===== src/rtl/apb_master_bridge.sv =====
// APB requester: turns a valid/ready command stream into APB transfers and returns
// one response per command; a watchdog aborts transfers whose completer never responds.
//   state  | meaning
//   IDLE   | bus idle, cmd_ready high, waiting for a command
//   SETUP  | psel=1, penable=0 for one cycle
//   ACCESS | psel=1, penable=1 until pready or watchdog abort
module apb_master_bridge #(
  parameter int ADDR_W         = 12,
  parameter int DATA_W         = 32,
  parameter int TIMEOUT_CYCLES = 16
) (
  input  logic                  clk,
  input  logic                  reset,
  input  logic                  cmd_valid,
  output logic                  cmd_ready,
  input  logic                  cmd_write,
  input  logic [ADDR_W-1:0]     cmd_addr,
  input  logic [DATA_W-1:0]     cmd_wdata,
  input  logic [DATA_W/8-1:0]   cmd_strb,
  output logic                  rsp_valid,
  output logic [DATA_W-1:0]     rsp_rdata,
  output logic                  rsp_err,
  output logic                  rsp_timeout,
  output logic                  psel,
  output logic                  penable,
  output logic                  pwrite,
  output logic [ADDR_W-1:0]     paddr,
  output logic [DATA_W/8-1:0]   pstrb,
  output logic [DATA_W-1:0]     pwdata,
  input  logic                  pready,
  input  logic                  pslverr,
  input  logic [DATA_W-1:0]     prdata
);

  localparam int STRB_W = DATA_W / 8;
  localparam int CNT_W  = (TIMEOUT_CYCLES > 0) ? $clog2(TIMEOUT_CYCLES + 1) : 1;
  localparam logic [CNT_W-1:0] CNT_LIMIT = (TIMEOUT_CYCLES > 0) ? CNT_W'(TIMEOUT_CYCLES - 1) : '0;
  localparam logic [CNT_W-1:0] CNT_MAX   = '1;

  typedef enum logic [1:0] {
    S_IDLE   = 2'd0,
    S_SETUP  = 2'd1,
    S_ACCESS = 2'd2
  } state_t;

  state_t              r_state;
  state_t              w_next;
  logic                w_accept;
  logic                w_done;
  logic                w_timeout;
  logic                w_cmd_ready;
  logic                w_psel;
  logic                w_penable;
  logic [CNT_W-1:0]    r_wait_cnt;
  logic                r_pwrite;
  logic [ADDR_W-1:0]   r_paddr;
  logic [STRB_W-1:0]   r_pstrb;
  logic [DATA_W-1:0]   r_pwdata;
  logic                r_rsp_valid;
  logic [DATA_W-1:0]   r_rsp_rdata;
  logic                r_rsp_err;
  logic                r_rsp_timeout;

  always_ff @(posedge clk or posedge reset) begin
    if (reset) r_state <= S_IDLE;
    else       r_state <= w_next;
  end

  always_comb begin
    w_next = r_state;
    case (r_state)
      S_IDLE:   if (w_accept) w_next = S_SETUP;
      S_SETUP:  w_next = S_ACCESS;
      S_ACCESS: if (w_done || w_timeout) w_next = S_IDLE;
      default:  w_next = S_IDLE;
    endcase
  end

  // Bus strobes are decoded straight from the state flops, so reset clears them at once.
  always_comb begin
    w_cmd_ready = (r_state == S_IDLE) && !reset;
    w_accept    = w_cmd_ready && cmd_valid;
    w_psel      = (r_state != S_IDLE);
    w_penable   = (r_state == S_ACCESS);
    w_done      = (r_state == S_ACCESS) && pready;
    w_timeout   = (TIMEOUT_CYCLES != 0) && (r_state == S_ACCESS) && !pready &&
                  (r_wait_cnt == CNT_LIMIT);
  end

  always_ff @(posedge clk or posedge reset) begin
    if (reset) begin
      r_wait_cnt <= '0;
    end else if (r_state == S_SETUP) begin
      r_wait_cnt <= '0;
    end else if ((r_state == S_ACCESS) && !pready && (r_wait_cnt != CNT_MAX)) begin
      r_wait_cnt <= r_wait_cnt + CNT_W'(1);
    end
  end

  // Reads drive zero strobes and data; values persist through IDLE to avoid bus toggling.
  always_ff @(posedge clk or posedge reset) begin
    if (reset) begin
      r_pwrite <= 1'b0;
      r_paddr  <= '0;
      r_pstrb  <= '0;
      r_pwdata <= '0;
    end else if (w_accept) begin
      r_pwrite <= cmd_write;
      r_paddr  <= cmd_addr;
      r_pstrb  <= cmd_write ? cmd_strb : '0;
      r_pwdata <= cmd_write ? cmd_wdata : '0;
    end
  end

  always_ff @(posedge clk or posedge reset) begin
    if (reset) begin
      r_rsp_valid   <= 1'b0;
      r_rsp_rdata   <= '0;
      r_rsp_err     <= 1'b0;
      r_rsp_timeout <= 1'b0;
    end else begin
      r_rsp_valid <= w_done || w_timeout;
      if (w_done) begin
        r_rsp_rdata   <= r_pwrite ? '0 : prdata;
        r_rsp_err     <= pslverr;
        r_rsp_timeout <= 1'b0;
      end else if (w_timeout) begin
        r_rsp_rdata   <= '0;
        r_rsp_err     <= 1'b1;
        r_rsp_timeout <= 1'b1;
      end
    end
  end

  assign cmd_ready   = w_cmd_ready;
  assign psel        = w_psel;
  assign penable     = w_penable;
  assign pwrite      = r_pwrite;
  assign paddr       = r_paddr;
  assign pstrb       = r_pstrb;
  assign pwdata      = r_pwdata;
  assign rsp_valid   = r_rsp_valid;
  assign rsp_rdata   = r_rsp_rdata;
  assign rsp_err     = r_rsp_err;
  assign rsp_timeout = r_rsp_timeout;

endmodule


===== config.mk =====
export PLATFORM = sky130hd
export DESIGN_NAME = apb_master_bridge
export DESIGN_NICKNAME = d
export VERILOG_FILES = /design/src/rtl/apb_master_bridge.sv
export SDC_FILE = /design/constraint.sdc
export NUM_CORES = 1
export LEC_CHECK = 0
export ABC_AREA = 1
export CORE_ASPECT_RATIO = 1.2
export CORE_MARGIN = 1.5
export CORE_UTILIZATION = 37
export DETAILED_ROUTE_END_ITERATION = 10
export PLACE_DENSITY = 0.86
export SLEW_MARGIN = 25
export SYNTH_ARGS = -nofsm -noshare
export SYNTH_HDL_FRONTEND = slang
export SYNTH_SLANG_ARGS = --single-unit

===== constraint.sdc =====
create_clock -name clk -period 3.3 [get_ports clk]
set_input_delay 0.825 -clock clk [delete_from_list [all_inputs] [get_ports clk]]
set_output_delay 0.825 -clock clk [all_outputs]
set_load 0.005 [all_outputs]

==> results of run 1 <==
==> sequential cells by signal (all words and copies together), names as in the netlist <==
| name | count |
|---|---|
| pwdata | 32 |
| rsp_rdata | 32 |
| paddr | 12 |
| r_wait_cnt | 5 |
| pstrb | 4 |
| r_state | 2 |
| pwrite | 1 |
| rsp_err | 1 |
| rsp_timeout | 1 |
| rsp_valid | 1 |
==> worst max-delay path, delay by kind of cell <==
kind	cells	cell delay, ns
buffers and inverters	2	0.96
AND/OR/NAND/NOR	1	0.13
==> logic make-up (layout without fill, tap and decap cells) <==
kind of cell | count (synthesis) | in the layout | synth area share
AO/OA/AOI/OAI | 71 | 71 | 0.09726
XOR/XNOR | 1 | 1 | 0.002373
adder cells (fa/ha/maj) | 3 | 3 | 0.01017
buffers and inverters | 35 | 204 | 0.04947
flip-flops | 91 | 91 | 0.6167
AND/OR/NAND/NOR | 209 | 209 | 0.2240
==> synth_stat cells, types with 2 or more instances <==
cell type  count  area [sq um]
nand3b_1       2         15.01
clkbuf_1       8         30.03
buf_4          3         22.52
buf_6          4         45.04
dfrtp_1       91          2277
nand3_1       11         55.05
nand2_1      188         705.7
ha_1           3         37.54
o21ai_0       21         105.1
inv_1         12         45.04
buf_2          8         40.04
nor2_1         3         11.26
o21ai_1       49         245.2
==> power groups by stage <==
stage	logic, uW	clock network [uW]	registers, uW
final	1160	1200	1580
after global routing	1280	1280	1610
after CTS	1180	1230	1580
after detailed placement	1180	0	1590
after global placement	1140	0	1580
after floorplan	374	0	1610
==> final cells by class <==
cell class,instances,area (sq um),area share
inverters,12,48.80,0.008353
clock inverters,4,95.09,0.01628
repair buffers,176,1768,0.3026
flip-flops and latches,91,2277,0.3898
multi-input cells,284,1232,0.2110
clock buffers,12,266.5,0.04562
well taps,123,153.9,0.02634
==> routing by layer <==
layer | vias up | routed length (um) | track usage
li1 | 1626 | - | -
met1 | 1532 | 3886 | 0.2290
met2 | 125 | 4515 | 0.2945
met3 | 23 | 586 | 0.03997
met4 | 0 | 267 | 0.08657
met5 | - | 0 | 0
==> through the flow <==
stage | utilization | std cells
global placement | 0.5697 | 686
global route | 0.6077 | 702
floorplan | - | 410
finish | 0.6077 | 702
CTS | 0.6077 | 702
detailed placement | 0.5701 | 686
==> how the worst max path moves through the flow <==
stage,startpoint,end,slack [ns],depth (start not counted)
2_1_floorplan,reset,pwdata[12],0.31,6
3_3_place_gp,reset,cmd_ready,0.56,3
3_5_place_dp,reset,cmd_ready,0.56,3
4_1_cts,reset,cmd_ready,0.56,3
5_1_grt,reset,cmd_ready,0.51,3
6_report,reset,cmd_ready,0.56,3
==> run metrics, run 1 <==
run status=complete, no violations; most frequent cells in the layout=188 x nand2_1, 172 x clkdlybuf4s50_1, 91 x dfrtp_1; commonest non-fill, non-tap cell in the layout=nand2_1; Die Y=112.4 um; min-delay src=rsp_timeout; Place WS=0.5603 ns; Layout Nets=663; #FFs+latches synth=91; Yosys warning count=0; # hold bufs at CTS=0; number of cells on the worst reg-to-reg path=8; Worst Hold Depth=2; Peak VDD IR=334.0 uV; CP required=2.47 ns; placed cell areas=0.005480 sq mm; Reg power frac=0.401; worst reg-to-reg setup slack=1.57 ns; layout cell share with drive strength beyond 1=0.04491; routed len/inst=13.19 um; gp weighted congestion=0.8052; Crit Path Category=input pin to output pin; worst hold slack=0.4732 ns; CTS Sinks=91; PwrDens=673.7 mW/mm^2; Worst R2R End=rsp_rdata[24]; Worst path slowest cell=clkdlybuf4s50_1; clk_skew=0.005203 ns; Arr. time, crit path=1.91 ns; Fmax achieved=365.3 MHz; post-CTS resize count=0; Final HPWL DP=6750 um; startpoint types=input pin; max_cap viols=0; Final Cycle Share=0.8294; Fillers=803; vias per inst=4.709; fin area=0.005842 sq mm; initial antenna violation count=0; DIE WIDTH=94.19 um; sequential area share after synthesis=0.6167; layout overhead on the synthesized area=58.22%; die area=0.01059 sq mm; Port Buffers=172; ant diodes=0; core area=0.009613 sq mm; postcts setup bufs=0; total power=3936 uW; CP cell instances=clkdlybuf4s50_1, nor2_1, clkdlybuf4s50_1; EDFF count, synth=0; critical path capture point type=output pin; vias in the first global route=3,211; Hold EP=rsp_timeout; Rel. slew slack=0.3811; CTS tree=done; first-pass GRT wire length=15,130 um; RSZ-0062 raised after global routing=false; Main synth FF type=dfrtp_1; largest net degree at the start of global routing=92; global route overflow=0; synthesized netlist cell count=410; # rows=39; worst setup margin=0.5628 ns; syn_area_per_cell=9.006 sq um; number of CTS-inserted buffers=9; routed vias=3,306; clk_lat worst skew=0.33 ns; GRT Resource Usage Total=0.1816; initial core utilization=0.3841; DRC Markers=0; crit-path max cell delay=0.50 ns; Sw Ratio=0.2561; DRT antenna net count=0; P_sw=1008 uW; slew at the pin with the worst max-slew slack=0.9273 ns; Pint=2928 uW; Clk pwr share=0.304; final-report setup violation count=0; setup TNS=0 ns; final wirelength=9256 um; Reg clk slew, reported paths=0.06 ns; Leakage=0.002697 uW; FFs w/ async S/R, synth=1.000; reg2reg start=r_wait_cnt[0]; CP most frequent cell=clkdlybuf4s50_1; CTS Buffer Depth=2; Comb pwr share=0.295; First-pass DRT Iterations=6; boundary pin count=173; CTS Root Cell=clkbuf_16; Final Hold Viols=0; post-route minimum period=2.737 ns; synth unique cells=20; 1st-iter DRT viols=166; Mapped Area=0.003692 sq mm; Worst Hold Class=register to register; crit-path max FO=2; final max-slew violation count=0; Syn Nets=499; htree depth=3
Note: power is estimated with default switching activity, not from simulation.
==> run 2: changes to the inputs <==
==> constraint.sdc (replaced) <==
create_clock -name clk -period 2.5 [get_ports clk]
set_input_delay 0.625 -clock clk [delete_from_list [all_inputs] [get_ports clk]]
set_output_delay 0.625 -clock clk [all_outputs]
set_load 0.005 [all_outputs]
==> run 2 against run 1 <==
Net effect: sequential share of layout area rose by 0.28 points; clock power rose by 13%; final area fell by 0.71%; critical path depth did not move.
==> run metrics, run 2 (synthesized netlist as in run 1, its figures left out) <==
GRT Resource Usage Total=0.1888 (was 0.1816); Place WS=0.1365 ns (was 0.5603 ns); htree depth=3 (unchanged); number of CTS-inserted buffers=9 (unchanged); DIE WIDTH=94.19 um (unchanged); DRT antenna net count=0 (unchanged); Crit Path Category=input pin to output pin (unchanged); Port Buffers=172 (unchanged); final-report setup violation count=0 (unchanged); CP cell instances=clkdlybuf4s50_1, nor2_1, clkdlybuf4s50_1 (unchanged); final wirelength=9554 um (was 9256 um); CTS Root Cell=clkbuf_16 (unchanged); final max-slew violation count=0 (unchanged); postcts setup bufs=0 (unchanged); post-CTS resize count=0 (unchanged); CP most frequent cell=clkdlybuf4s50_1 (unchanged); 1st-iter DRT viols=126 (was 166); first-pass GRT wire length=15,820 um (was 15,130 um); run status=complete, no violations (unchanged); Worst path slowest cell=clkdlybuf4s50_1 (unchanged); initial antenna violation count=0 (unchanged); First-pass DRT Iterations=4 (was 6); Peak VDD IR=403.7 uV (was 334.0 uV); CP required=1.88 ns (was 2.47 ns); boundary pin count=173 (unchanged); vias per inst=4.700 (was 4.709); gp weighted congestion=0.7484 (was 0.8052); Fillers=816 (was 803); CP bufs+invs=2 (unchanged); clk_skew=0.006522 ns (was 0.005203 ns); Arr. time, crit path=1.73 ns (was 1.91 ns); area of the multi-input gates=0.001232 sq mm (unchanged); CTS tree=done (unchanged); Final Hold Viols=0 (unchanged); CTS Sinks=91 (unchanged); # hold bufs at CTS=0 (unchanged); fin cells=703 (was 702); fin area=0.005801 sq mm (was 0.005842 sq mm); Final HPWL DP=6848 um (was 6750 um); crit-path max cell delay=0.51 ns (was 0.50 ns); most frequent cells in the layout=188 x nand2_1, 172 x clkdlybuf4s50_1, 91 x dfrtp_1 (unchanged); layout cell share with drive strength beyond 1=0.04828 (was 0.04491); routed len/inst=13.59 um (was 13.19 um); worst setup margin=0.1483 ns (was 0.5628 ns); clk_lat worst skew=0.33 ns (about the same); Layout Nets=664 (was 663); critical path capture point type=output pin (unchanged); post-route minimum period=2.352 ns; FF+latch area=0.002277 sq mm (unchanged); crit-path max FO=2 (unchanged); CP delay by family, top=buffers and inverters (unchanged); routed vias=3,304 (was 3,306); RSZ-0062 raised after global routing=false (unchanged); Reg clk slew, reported paths=0.06 ns (about the same); Die Y=112.4 um (unchanged); Placed Cells=687 (was 686); global route overflow=0 (unchanged); largest net degree at the start of global routing=92 (unchanged); layout overhead on the synthesized area=57.10% (was 58.22%); startpoint types=input pin (unchanged); Worst Hold Class=register to register (unchanged); # rows=39 (unchanged); vias in the first global route=3,391 (was 3,211); initial core utilization=0.3841 (unchanged); die area=0.01059 sq mm (unchanged); Rel. slew slack=0.5853 (was 0.3811); Fmax achieved=425.2 MHz; slew at the pin with the worst max-slew slack=0.6199 ns (was 0.9273 ns); Leakage=0.002673 uW (was 0.002697 uW); CTS Buffer Depth=2 (unchanged); placed cell areas=0.005497 sq mm (was 0.005480 sq mm); max_cap viols=0 (unchanged); PwrDens=857.2 mW/mm^2 (was 673.7 mW/mm^2); Final Cycle Share=0.9407; ant diodes=0 (unchanged); DRC Markers=0 (unchanged); core area=0.009613 sq mm (unchanged); commonest non-fill, non-tap cell in the layout=nand2_1 (unchanged)
## run 2: area by class of cell
cell class	instances	area share
clock buffer	10	0.04120
clock inverter	6	0.01122
inverter	12	0.008412
multi-input combinational	284	0.2125
sequential	91	0.3926
tap	123	0.02653
timing repair buffer	177	0.3076
## run 2: power breakdown
part           total, uW  internal (uW)  switching [uW]
Clock               1350            801             548
Combinational       1540            950             587
Sequential          2090           1860             226
## run 2: per-layer routing
metal / track usage / routed length, um
met1: 0.2227 / 3903
met3: 0.04743 / 616
met4: 0.09254 / 189
met5: 0 / 0
met2: 0.3170 / 4845
## run 2: through the flow
| step | power [uW] | utilization | hold slack [ns] | setup TNS, ns |
|---|---|---|---|---|
| finish | 4972 | 0.6034 | 0.4786 | 0 |
| CTS | 5034 | 0.6034 | 0.4811 | 0 |
| global placement | 3598 | 0.5718 | 0.4525 | 0 |
| detailed placement | 3667 | 0.5718 | 0.4649 | 0 |
| floorplan | 2620 | - | 0.4650 | -12.65 |
| global route | 5299 | 0.6034 | 0.5013 | 0 |
## run 2: final timing paths
kind                          startpoint       endpoint  slack [ns]  cells past startpoint
max                                reset      cmd_ready        0.15                      3
min                          rsp_timeout    rsp_timeout        0.48                      2
max reg2reg                r_wait_cnt[0]  rsp_rdata[19]        0.74                      8
min reg2reg                  rsp_timeout    rsp_timeout        0.48                      2
max in group asynchronous          reset     pwdata[29]        1.31                      3
min in group asynchronous          reset     r_state[0]        0.83                      3
## run 2: worst min-delay path, stage by stage, from the launching register on
cell,delay (ns)
dfrtp_1,0.35
nand2_1,0.05
nand2_1,0.05
